File: src/rtl/x_mem_play_pkg.sv
// ============================================================================
// Module      : x_mem_play_pkg
// Description : Shared constants and state encoding for the sample-memory
//               playback reader.
// Revision    : 1.0 - initial release
// ============================================================================
`default_nettype none

package x_mem_play_pkg;

  localparam int ADDR_W  = 11;   // 2048-entry sample memory
  localparam int DATA_W  = 6;    // sample width
  localparam int MEM_LAT = 3;    // address-to-data latency of the memory
  localparam int FIFO_D  = 4;    // return FIFO depth (>= MEM_LAT+1 for full rate)

  localparam int CNT_W   = $clog2(FIFO_D + 1);           // FIFO occupancy width
  localparam int INF_W   = $clog2(MEM_LAT + 1);          // in-flight read count width
  localparam int CRD_W   = $clog2(FIFO_D + MEM_LAT + 1); // committed-slot sum width

  typedef enum logic [1:0] {
    IDLE  = 2'd0,
    RUN   = 2'd1,
    DRAIN = 2'd2,
    FLUSH = 2'd3
  } state_t;

endpackage

`default_nettype wire

File: src/rtl/x_mem_play_fifo.sv
// ============================================================================
// Module      : x_mem_play_fifo
// Description : Small synchronous FIFO catching memory read returns.
//               Clear has priority over push/pop; push into a full FIFO and
//               pop from an empty FIFO are ignored.
// Revision    : 1.0 - initial release
// ============================================================================
`default_nettype none

module x_mem_play_fifo #(
  parameter int DEPTH = 4,
  parameter int WIDTH = 6,
  parameter int CNTW  = $clog2(DEPTH + 1)
) (
  input  logic             clk,
  input  logic             rst_n,
  input  logic             clear,
  input  logic             push,
  input  logic [WIDTH-1:0] wdata,
  input  logic             pop,
  output logic [WIDTH-1:0] rdata,
  output logic [CNTW-1:0]  count,
  output logic             empty
);

  localparam int PTR_W = (DEPTH > 1) ? $clog2(DEPTH) : 1;

  logic [WIDTH-1:0] mem [DEPTH];
  logic [PTR_W-1:0] rd_ptr;
  logic [PTR_W-1:0] wr_ptr;
  logic             do_push;
  logic             do_pop;

  assign empty   = (count == '0);
  assign do_pop  = pop && !empty;
  assign do_push = push && (count < CNTW'(DEPTH));
  assign rdata   = mem[rd_ptr];

  // Pointer and occupancy bookkeeping; clear empties the FIFO in one cycle.
  always_ff @(posedge clk or negedge rst_n) begin
    if (!rst_n) begin
      rd_ptr <= '0;
      wr_ptr <= '0;
      count  <= '0;
    end else if (clear) begin
      rd_ptr <= '0;
      wr_ptr <= '0;
      count  <= '0;
    end else begin
      if (do_push) begin
        wr_ptr <= (wr_ptr == PTR_W'(DEPTH - 1)) ? '0 : wr_ptr + PTR_W'(1);
      end
      if (do_pop) begin
        rd_ptr <= (rd_ptr == PTR_W'(DEPTH - 1)) ? '0 : rd_ptr + PTR_W'(1);
      end
      if (do_push && !do_pop) begin
        count <= count + CNTW'(1);
      end else if (do_pop && !do_push) begin
        count <= count - CNTW'(1);
      end
    end
  end

  // Storage array; contents need no reset because count gates visibility.
  always_ff @(posedge clk) begin
    if (do_push && !clear) begin
      mem[wr_ptr] <= wdata;
    end
  end

endmodule

`default_nettype wire

File: src/rtl/x_mem_play.sv
// ============================================================================
// Module      : x_mem_play
// Description : Playback reader for the 2048x6 sample memory. Issues
//               sequential reads 0..last (one-shot or looped), absorbs the
//               fixed memory latency in a credit-managed return FIFO and
//               streams samples out on valid/ready. Supports abort.
//               Optional macro X_MEM_PLAY_RATE_EN adds i_div, limiting reads
//               to one per (i_div+1) cycles.
// Revision    : 1.0 - initial release
// ============================================================================
`default_nettype none

module x_mem_play
  import x_mem_play_pkg::*;
(
  input  logic              i_clk,
  input  logic              i_nrst,
`ifdef X_MEM_PLAY_RATE_EN
  input  logic [7:0]        i_div,
`endif
  input  logic              i_start,
  input  logic              i_stop,
  input  logic              i_loop,
  input  logic [ADDR_W-1:0] i_last,
  output logic [ADDR_W-1:0] o_mem_addr,
  input  logic [DATA_W-1:0] i_mem_rdata,
  output logic [DATA_W-1:0] o_data,
  output logic              o_valid,
  input  logic              i_ready,
  output logic              o_busy,
  output logic              o_done
);

  state_t              state;
  state_t              state_nxt;
  logic [ADDR_W-1:0]   addr;
  logic [ADDR_W-1:0]   last_q;
  logic                loop_q;
  logic [MEM_LAT-1:0]  sr;          // one bit per cycle of memory latency
  logic [INF_W-1:0]    inflight;
  logic [CNT_W-1:0]    fifo_count;
  logic                fifo_empty;
  logic [DATA_W-1:0]   fifo_rdata;
  logic [CRD_W-1:0]    committed;
  logic                credit_ok;
  logic                rate_ok;
  logic                can_issue;
  logic                issue;
  logic                load;
  logic                flush_go;
  logic                to_idle;
  logic                push;
  logic                pop;

  // Count reads still travelling through the memory pipeline.
  always_comb begin
    inflight = '0;
    for (int i = 0; i < MEM_LAT; i++) begin
      inflight = inflight + INF_W'(sr[i]);
    end
  end

  // A slot freed by this cycle's pop can be reused immediately; without this
  // the credit would stall every other cycle at FIFO_D == MEM_LAT+1.
  assign committed = CRD_W'(fifo_count) + CRD_W'(inflight) - CRD_W'(pop);
  assign credit_ok = (committed < CRD_W'(FIFO_D));
  assign can_issue = credit_ok && rate_ok;

`ifdef X_MEM_PLAY_RATE_EN
  logic [7:0] rate_cnt;
  assign rate_ok = (rate_cnt == 8'd0);

  // Pacing counter: reloads on start and on every issue, then counts down.
  always_ff @(posedge i_clk or negedge i_nrst) begin
    if (!i_nrst) begin
      rate_cnt <= 8'd0;
    end else if (load || issue) begin
      rate_cnt <= i_div;
    end else if (rate_cnt != 8'd0) begin
      rate_cnt <= rate_cnt - 8'd1;
    end
  end
`else
  assign rate_ok = 1'b1;
`endif

  // State register.
  always_ff @(posedge i_clk or negedge i_nrst) begin
    if (!i_nrst) begin
      state <= IDLE;
    end else begin
      state <= state_nxt;
    end
  end

  // Next-state and control decode; stop beats issue in RUN.
  always_comb begin
    state_nxt = state;
    issue     = 1'b0;
    load      = 1'b0;
    flush_go  = 1'b0;
    to_idle   = 1'b0;
    case (state)
      IDLE: begin
        if (i_start && !i_stop) begin
          load      = 1'b1;
          state_nxt = RUN;
        end
      end
      RUN: begin
        if (i_stop) begin
          flush_go  = 1'b1;
          state_nxt = FLUSH;
        end else if (can_issue) begin
          issue = 1'b1;
          if ((addr == last_q) && !loop_q) begin
            state_nxt = DRAIN;
          end
        end
      end
      DRAIN: begin
        if (i_stop) begin
          flush_go  = 1'b1;
          state_nxt = FLUSH;
        end else if ((inflight == '0) && fifo_empty) begin
          to_idle   = 1'b1;
          state_nxt = IDLE;
        end
      end
      FLUSH: begin
        if (inflight == '0) begin
          to_idle   = 1'b1;
          state_nxt = IDLE;
        end
      end
      default: begin
        state_nxt = IDLE;
      end
    endcase
  end

  // Address counter plus run parameters captured at start.
  always_ff @(posedge i_clk or negedge i_nrst) begin
    if (!i_nrst) begin
      addr   <= '0;
      last_q <= '0;
      loop_q <= 1'b0;
    end else if (load) begin
      addr   <= '0;
      last_q <= i_last;
      loop_q <= i_loop;
    end else if (issue) begin
      if (addr == last_q) begin
        if (loop_q) begin
          addr <= '0;
        end
      end else begin
        addr <= addr + ADDR_W'(1);
      end
    end
  end

  // Latency tracker and registered done pulse.
  always_ff @(posedge i_clk or negedge i_nrst) begin
    if (!i_nrst) begin
      sr     <= '0;
      o_done <= 1'b0;
    end else begin
      sr     <= {sr[MEM_LAT-2:0], issue};
      o_done <= to_idle;
    end
  end

  // Returning data is dropped while aborting; the FIFO is emptied on entry.
  assign push       = sr[MEM_LAT-1] && (state != FLUSH) && !flush_go;
  assign o_valid    = !fifo_empty && (state != FLUSH);
  assign pop        = o_valid && i_ready;
  assign o_data     = o_valid ? fifo_rdata : '0;
  assign o_mem_addr = addr;
  assign o_busy     = (state != IDLE);

  x_mem_play_fifo #(
    .DEPTH (FIFO_D),
    .WIDTH (DATA_W),
    .CNTW  (CNT_W)
  ) u_fifo (
    .clk   (i_clk),
    .rst_n (i_nrst),
    .clear (flush_go),
    .push  (push),
    .wdata (i_mem_rdata),
    .pop   (pop),
    .rdata (fifo_rdata),
    .count (fifo_count),
    .empty (fifo_empty)
  );

endmodule

`default_nettype wire

File: config.mk
export PLATFORM = sky130hd
export DESIGN_NAME = x_mem_play
export DESIGN_NICKNAME = d
export VERILOG_FILES = /design/src/rtl/x_mem_play_pkg.sv /design/src/rtl/x_mem_play_fifo.sv /design/src/rtl/x_mem_play.sv
export SDC_FILE = /design/constraint.sdc
export NUM_CORES = 1
export LEC_CHECK = 0
export CAP_MARGIN = 10
export CORE_UTILIZATION = 30
export CTS_CLUSTER_SIZE = 28
export DETAILED_ROUTE_END_ITERATION = 10
export PLACE_DENSITY = 0.58
export SYNTH_ARGS = -nofsm -noshare
export SYNTH_HDL_FRONTEND = slang
export SYNTH_SLANG_ARGS = --single-unit
File: constraint.sdc
create_clock -name i_clk -period 2.56 [get_ports i_clk]
set_input_delay 0.256 -clock i_clk [delete_from_list [all_inputs] [get_ports i_clk]]
set_output_delay 0.256 -clock i_clk [all_outputs]
set_load 0.005 [all_outputs]
* Word level (Yosys, flattened, before mapping)
Memory sizes are Yosys's and may differ from the RTL's. Index checks and enable logic that the tools add are counted.
Word-level totals: bits of input ports 23, RAM bits 24, register bits 36, word-level logic and storage cells 98, memories 1, output and inout port bits 20
Operators by class: mux-type cells 35, add/sub/neg operators 9, reductions and logical operators 29, equality and inequality tests 13, magnitude comparators 2
Memory list:
- u_fifo.mem | depth 4, width 6, read ports 1, clocked after Yosys merged registers in 0, write ports 1, line x_mem_play_fifo.sv:28 | logic [WIDTH-1:0] mem [DEPTH];
Operators with widths (number):
- 2-to-1 mux 11 bit | 4
- 2-to-1 mux 2 bit | 13
- logical AND 1 bit | 12
- 2-to-1 mux 1 bit | 12
- inequality test 3 bit, second input constant | 4
- adder 11 x 1 -> 11 bit, second input constant | 1
- equality test 11 bit | 1
- 2-to-1 mux 3 bit | 3
- equality test 2 bit, second input constant | 4
- case mux 2 bit (4 select lines) | 1
- nonzero test 2 bit | 4
- zero test 1 bit | 6
- < comparator 3 bit, second input constant | 2
- 2-to-1 mux 6 bit | 1
- inequality test 2 bit, second input constant | 3
- AND reduction 5 bit | 1
- adder 2 x 1 -> 2 bit, second input constant | 2
- zero test 2 bit | 2
- adder 3 x 1 -> 3 bit, second input constant | 1
- adder 3 x 2 -> 3 bit | 1
- zero test 3 bit | 1
- nonzero test 3 bit | 1
- subtractor 3 x 1 -> 3 bit | 1
- subtractor 3 x 1 -> 3 bit, second input constant | 1
- other kinds (6) | 6

* Longest topological paths before layout
Gate-level depths: netlist of the first run.
depth in word-level cells 11, mapped depth 12, depth with buffers taken out 10

* Modules after synthesis
Synthesis of the first run repeated with hierarchy kept, for this count alone.
Unflattened totals: cell total of the unflattened synthesis 278, area, all modules 3139.3 sq um
By module, submodules not included:
- x_mem_play | area an instance 1724.2 sq um, cells an instance 183, instances 1
- x_mem_play_fifo | area an instance 1415.1 sq um, cells an instance 95, instances 1

* Least setup slack after synthesis of the first run
No wires, ideal clock.
path type reg-to-reg, start point reg state[0], end point reg addr[9] (netlist: o_mem_addr[9]), clock period less this slack 2805 ps, arrival time 2671 ps, path buffers 1, cell stages (with the launch flop) 12, required time 2425 ps, slack -245 ps, library setup time 135 ps, path through dfrtp_1 -> ha_1 -> nor3b_4 -> ha_1 -> inv_1 -> ha_1 -> nor3b_1 -> o21ai_0 -> a21oi_4 -> a21o_1 -> buf_6 -> o211ai_1
On the way: longest elaborated chain between the ends 10, elaborated cells on any way between the ends 15
RTL lines:
- from (decl) | line x_mem_play.sv:34 | state_t state;
- from (signal assigned) | line x_mem_play.sv:92 | state <= state_nxt;
- inequality test 2 bit | line x_mem_play.sv:176 | assign o_valid = !fifo_empty && (state != FLUSH);
- logical AND 1 bit | line x_mem_play.sv:176
- logical AND 1 bit | line x_mem_play.sv:177 | assign pop = o_valid && i_ready;
- subtractor 3 x 1 -> 3 bit | line x_mem_play.sv:65 | assign committed = CRD_W'(fifo_count) + CRD_W'(inflight) - CRD_W'(pop);
- < comparator 3 bit | line x_mem_play.sv:66 | assign credit_ok = (committed < CRD_W'(FIFO_D));
- 2-to-1 mux 1 bit | line x_mem_play.sv:114 | end else if (can_issue) begin
- 2-to-1 mux 1 bit | line x_mem_play.sv:111 | if (i_stop) begin
- 2-to-1 mux 1 bit * | line x_mem_play.sv:103 | case (state)
- via issue | line x_mem_play.sv:48 | logic issue;
- nonzero test 2 bit (no line) *
- AND reduction 2 bit (no line) *
- to (signal assigned) | line x_mem_play.sv:158 | addr <= addr + ADDR_W'(1);
- to (decl) | line x_mem_play.sv:36 | logic [ADDR_W-1:0] addr;
Mark *: on every way through the listed nets, which the timed path passes. The rest lies on a longest branch. A chain may end at the register's enable or synchronous reset.

* Final worst setup path of the first run
start point reg sr[0], end point reg addr[2] (netlist: o_mem_addr[2])
On the way: longest elaborated chain between the ends 10
RTL lines:
- from (decl) | line x_mem_play.sv:39 | logic [MEM_LAT-1:0] sr;
- from (signal assigned) | line x_mem_play.sv:169 | sr <= {sr[MEM_LAT-2:0], issue};
- adder 1 x 1 -> 2 bit | line x_mem_play.sv:59 | inflight = inflight + INF_W'(sr[i]);
- adder 2 x 1 -> 2 bit | line x_mem_play.sv:59
- adder 3 x 2 -> 3 bit | line x_mem_play.sv:65
- subtractor 3 x 1 -> 3 bit | line x_mem_play.sv:65
- < comparator 3 bit | line x_mem_play.sv:66
- 2-to-1 mux 1 bit | line x_mem_play.sv:114
- 2-to-1 mux 1 bit | line x_mem_play.sv:111
- 2-to-1 mux 1 bit | line x_mem_play.sv:103
- via issue | line x_mem_play.sv:48
- nonzero test 2 bit (no line)
- AND reduction 2 bit (no line)
The timed path passes the listed nets, and every way through them passes these cells.

==> results.toml, run 1 <==
[cells_and_area]
antenna_cells = 0
multi_input_area_um2 = 1430
fillers = 983
regArea_um2 = 1620
finalNetCount = 394
utilization_pct = 41.9
layout_common_cells = "45 x nand2_1, 42 x clkdlybuf4s50_1, 36 x dfrtp_1"
drive_gt1_share_pct = 17.2
instances_no_fill = 494
area_growth_pct = 33.5
stdcell_area_um2 = 4150
final_common_cell = "nand2_1"

[yosys]
synth_compound_area_share_pct = 8.48
synthSimpleGateAreaFrac_pct = 18.2
netlist_instances = 288
synth_top_family_by_area = "simple AND/OR/NAND/NOR gates"
synthAdderAreaFrac_pct = 6.51
synth-xor-area-share_pct = 4.22
synthesis.nets = 326
seq_area_frac_synth_pct = 52.1
syn_area_um2 = 3110
synth_seq_cells = 60
syn_avg_cell_area_um2 = 10.8
muxShareOfSynthArea_pct = 5.99
yosys_warnings = 0
yosysUniqueCellTypes = 42

[pwr]
switching_share_pct = 34.6
ir_drop_mv = 0.373
powerDensity_nw_per_um2 = 1100
total_power_mw = 4.55
p_int_mw = 2.98
netSwitchingPower_mw = 1.58
p_leak_nw = 1.75
power_frac_clock_pct = 22.9
seqPwrFrac_pct = 32.1
power.share.combinational_pct = 45.0

[drt]
drtIter0Drc = 116
drtAntennaViolNets = 0
wl_per_cell_um = 13.3
wl_um = 6570
dr.pass1.iters = 4
vias_per_cell = 4.66
drc_errors = 0
vias = 2303

[sta]
finalMaxSlewViolations = 0
final-hold-violation-count = 0
slew_headroom_pct = 66.7
setup_viol = 5
tightestPinTransition_ns = 0.500
period_needed_ns = 2.60
fin_ws_ns = -0.0371
fin_crit_sh_pct = 101
fin_skew_ns = 0.00764
grt_setup_unrepaired = "yes"
max_freq_mhz = 385
holdWs_ns = 0.349

[placed_design]
gp_congestion = 0.775
dp.final_hpwl_um = 4590
port_buffers = 42
dp_cells = 473
detailed_place.area_um2 = 3810

[floorplan]
die_x_um = 104
io_pins = 43
die_area_um2 = 10800
initial_core_util_pct = 31.4
rows = 36
dieHeight_um = 104
core-area_um2 = 9910

[worst_setup_path]
path_class = "reg -> reg"
endpoint_kind = "flop"
max_stage_delay_ns = 0.42
crit_family = "adder cells"
crit_buf_inv = 3
cpMaxStageDelayCell = "fa_2"
required_ns = 2.77
startpoint_type = "flop"
cp.depth = 11
critPathMaxFanout = 6
cp.arrival_ns = 2.81
crit_chain = "inv_2 > fa_2 > ha_4 > inv_2 > ha_4 > nor3b_4 > or3_4 > a21oi_4 > a21o_1 > buf_6 > o211ai_1"
worst-r2r-cell-count = 11

[grt]
grt_max_degree = 37
first_global_vias = 2283
grt_pass1_wl_um = 11000
overflow = 0
grt_use_total_pct = 12.9
antenna_found_initial = 0

[clock_tree]
hold_buffers = 0
cts_root_buf = "clkbuf_8"
cts_sinks = 60
htree_levels = 3
clkTransAtPathRegs_ns = 0.07
cts_tree = "done"
clk_path_buf_depth = 2
numCtsBuffers = 9
insertion_delay_ns = 0.34

[job]
max_cap_violations = 0

[outcome]
status = "finished with violations"
violations = "negative setup slack"

[hold_path]
hold_class = "in -> async"
## power by group through the flow
stage / combinational [mW] / clock (mW) / sequential (mW)
after CTS: 2.04 / 1.08 / 1.47
final: 2.05 / 1.04 / 1.46
after detailed placement: 1.88 / 0 / 1.48
after global placement: 1.86 / 0 / 1.47
after floorplan: 1.25 / 0 / 1.40
after global routing: 2.24 / 1.12 / 1.50
## flip-flops by register name, indices dropped and copies added (netlist names)
name,cells
last_q,11
loop_q,1
o_done,1
o_mem_addr,11
sr,3
state,2
u_fifo.count,3
u_fifo.mem,24
u_fifo.rd_ptr,2
u_fifo.wr_ptr,2
## layout make-up
| type | instances | share of cell area, % |
|---|---|---|
| tap | 133 | 4.01 |
| multi-input combinational | 195 | 34.5 |
| clock inverter | 6 | 2.68 |
| inverter | 25 | 2.26 |
| sequential | 60 | 39.0 |
| timing repair buffer | 65 | 14.5 |
| clock buffer | 10 | 3.07 |
## final timing paths
check	end	slack, ns	from
worst min-delay path	last_q[3]	0.35	i_nrst
max in group asynchronous	sr[0]	1.86	i_nrst
worst max-delay path	o_mem_addr[2]	-0.04	sr[0]
min in group i_clk	sr[2]	0.40	sr[1]
worst max register to register	o_mem_addr[2]	-0.04	sr[0]
worst min register to register	sr[2]	0.40	sr[1]
## synth_stat cells
| library cell | number | area [um^2] |
|---|---|---|
| mux4_2 | 6 | 135 |
| edfxtp_1 | 24 | 721 |
| a31oi_1 | 3 | 18.8 |
| and3_1 | 2 | 12.5 |
| clkbuf_1 | 5 | 18.8 |
| nor4_1 | 2 | 12.5 |
| nor3b_4 | 1 | 18.8 |
| fa_1 | 2 | 40.0 |
| nor3_1 | 6 | 30.0 |
| a2111oi_0 | 1 | 8.76 |
| dfrtp_1 | 36 | 901 |
| or3_4 | 1 | 11.3 |
| nand4_1 | 8 | 50.1 |
| nand3_1 | 8 | 40.0 |
| buf_2 | 1 | 5.00 |
| xor2_1 | 13 | 114 |
| a21o_1 | 2 | 15.0 |
| o21ai_0 | 9 | 45.0 |
| nand2_1 | 45 | 169 |
| a211oi_1 | 3 | 22.5 |
| xnor2_1 | 2 | 17.5 |
| or3_1 | 4 | 25.0 |
| and2_1 | 13 | 81.3 |
| mux2i_1 | 4 | 40.0 |
| a2bb2oi_1 | 2 | 17.5 |
| nor2b_1 | 2 | 12.5 |
| mux2_2 | 1 | 11.3 |
| inv_1 | 25 | 93.8 |
| nand2b_1 | 2 | 12.5 |
| buf_6 | 2 | 22.5 |
| o211ai_1 | 6 | 45.0 |
| nor2_1 | 18 | 67.6 |
| a21oi_4 | 1 | 16.3 |
| o221ai_1 | 1 | 8.76 |
| nor3b_1 | 1 | 7.51 |
| ha_1 | 13 | 163 |
| a222oi_1 | 1 | 10.0 |
| a21oi_1 | 4 | 20.0 |
| nand3b_1 | 2 | 15.0 |
| o21ai_1 | 4 | 20.0 |
| o2bb2ai_1 | 1 | 8.76 |
| a22oi_1 | 1 | 7.51 |
## stage by stage
stage	setup TNS, ns	setup WS [ns]
finish	-0.104	-0.0371
global route	-0.993	-0.119
CTS	-0.825	-0.113
detailed placement	-1.70	-0.164
global placement	-0.631	-0.0743
floorplan	-1.15	-0.119
## metal layers
metal,share of wire (%),up-vias,track usage [%]
li1,-,1141,-
met1,47,1099,16.3
met2,47,55,21.0
met3,4.1,8,2.96
met4,1.4,0,5.71
met5,0,-,0
## cells by family (layout without fill, tap and decap cells)
logic type | after synthesis | count (layout)
simple gates | 115 | 115
flops | 60 | 60
compound gates | 39 | 39
buf+inv | 33 | 106
fa+ha+maj | 15 | 15
xor+xnor | 15 | 15
mux | 11 | 11
## what timing repair did
action / 4_1_cts / 5_1_grt
gates resized for setup: 13 / 3
endpoints found under the setup margin: 12 / 12
pin swaps: 9 / 3
buffers inserted: 3 / 2
hold endpoints to repair: 0 / 0
No activity file was read; power rests on OpenSTA's default activity.
==> run 2, diff against run 1 <==
PLACE_DENSITY = 0.56   (was 0.58)
clock period = 3.18 ns   (was 2.56 ns; I/O delays follow)
==> run 2 against run 1 <==
The run now ends clean. Setup slack better by 0.41 ns. Clock skew is 0.0010 ns higher. Via count is 2.2% lower. Fmax is 7.4% lower. Global-route usage is 0.37 points lower. Largest power group unchanged. Highest routed layer unchanged.
==> results.toml, run 2 (synthesis results as in run 1) <==
[cells_and_area]
finalNetCount = 376
area_growth_pct = 25.8
layout_common_cells = "45 x nand2_1, 42 x clkdlybuf4s50_1, 36 x dfrtp_1"
instances_no_fill = 476
final_common_cell = "nand2_1"
utilization_pct = 39.5
top_register = "u_fifo.mem"
largest_reg_flops = 24
antenna_cells = 0
drive_gt1_share_pct = 9.33

[floorplan]
initial_core_util_pct = 31.4
die_x_um = 104
die_area_um2 = 10800
core-area_um2 = 9910
rows = 36
io_pins = 43
dieHeight_um = 104

[clock_tree]
htree_levels = 3
clkTransAtPathRegs_ns = 0.07
cts_sinks = 60
cts_tree = "done"
insertion_delay_ns = 0.34
hold_buffers = 0
clk_path_buf_depth = 2
numCtsBuffers = 9
cts_root_buf = "clkbuf_8"

[pwr]
p_leak_nw = 1.63
powerDensity_nw_per_um2 = 842
ir_drop_mv = 0.253
netSwitchingPower_mw = 1.18
total_power_mw = 3.30
seqPwrFrac_pct = 35.7
p_int_mw = 2.11
power_frac_clock_pct = 23.6
switching_share_pct = 35.9
power.share.combinational_pct = 40.7

[drt]
dr.pass1.iters = 4
vias_per_cell = 4.73
drc_errors = 0
drtIter0Drc = 124
vias = 2253
drtAntennaViolNets = 0
wl_um = 6280
wl_per_cell_um = 13.2

[worst_setup_path]
crit_buf_inv = 1
endpoint_kind = "flop"
startpoint_type = "flop"
critPathMaxFanout = 11
crit_family = "compound AO/OA/AOI/OAI gates"
required_ns = 3.38
crit_top_cell = "ha_1"
startpoint = "state[0]"
crit_chain = "ha_1 > nor3b_4 > ha_1 > inv_1 > ha_1 > nor3b_1 > o21ai_0 > a21oi_4 > a21o_2 > o221ai_1"
cpMaxStageDelayCell = "dfrtp_1"
path_class = "reg -> reg"
max_stage_delay_ns = 0.43
r2r-start = "state[0]"
cp.arrival_ns = 3.01

[job]
max_cap_violations = 0

[hold_path]
hold_start = "sr[0]"
hold_class = "reg -> reg"

[placed_design]
dp.final_hpwl_um = 4450
dp_cells = 460
gp_congestion = 0.773
dpl_worst_slack_ns = 0.197
port_buffers = 42

[sta]
tightestPinTransition_ns = 0.581
tns_ns = 0
grt_setup_unrepaired = "no"
fin_skew_ns = 0.00868
setup_viol = 0
fin_ws_ns = 0.377
period_needed_ns = 2.80
slew_headroom_pct = 60.9
final-hold-violation-count = 0
finalMaxSlewViolations = 0
fin_crit_sh_pct = 88.2
max_freq_mhz = 357

[grt]
grt_use_total_pct = 12.5
grt_max_degree = 37
antenna_found_initial = 0
overflow = 0
grt_pass1_wl_um = 10700
first_global_vias = 2212

[outcome]
status = "completed"
run 2: worst reg2reg max path, delay by kind of cell, from the launching register on:
kind            cells  cell delay, ns
compound gates      4            0.91
fa+ha+maj           3            0.74
buf+inv             1            0.05
flops               1            0.43
simple gates        2            0.56
run 2: power by group through the flow:
stage	Clock [mW]	Combinational [mW]	Sequential (mW)
final	0.777	1.34	1.18
after global routing	0.837	1.52	1.21
after CTS	0.799	1.36	1.18
after floorplan	0	0.972	1.12
after global placement	0	1.33	1.19
after detailed placement	0	1.35	1.19
run 2: layout make-up:
type                    count  area (um^2)
clock buffers               9          124
clock inverters             7          100
fillers                   988         5990
inverters                  25         93.8
multi-input cells         195         1350
flip-flops and latches     60         1620
well taps                 133          166
repair buffers             47          458
run 2: worst paths after layout:
| kind | endpoint | slack [ns] | cells after the start |
|---|---|---|---|
| max in group asynchronous | u_fifo.rd_ptr[0] | 2.44 | 2 |
| worst max register to register | o_mem_addr[8] | 0.38 | 10 |
| worst min-delay path | sr[1] | 0.38 | 0 |
| min in group asynchronous | last_q[2] | 0.40 | 2 |
| worst min register to register | sr[1] | 0.38 | 0 |
| worst max-delay path | o_mem_addr[8] | 0.38 | 10 |
run 2: per-stage QoR:
step | hold WS (ns) | cell area [um^2]
2_1_floorplan | 0.0224 | 3110
3_3_place_gp | 0.358 | 3690
3_5_place_dp | 0.361 | 3690
4_1_cts | 0.382 | 3910
5_1_grt | 0.387 | 3920
6_report | 0.377 | 3920
run 2: metal layers:
layer,vias up,part of all wire (%),GRT usage (%)
met5,-,0,0
met4,0,1.5,5.51
met3,9,3.3,2.45
met2,47,44,19.0
met1,1093,51,17.4
li1,1104,-,-
run 2: timing repair:
action | in CTS | in global routing
resized for setup | 0 | 1
endpoints found under the setup margin | 0 | 1
buffers inserted | 0 | 0
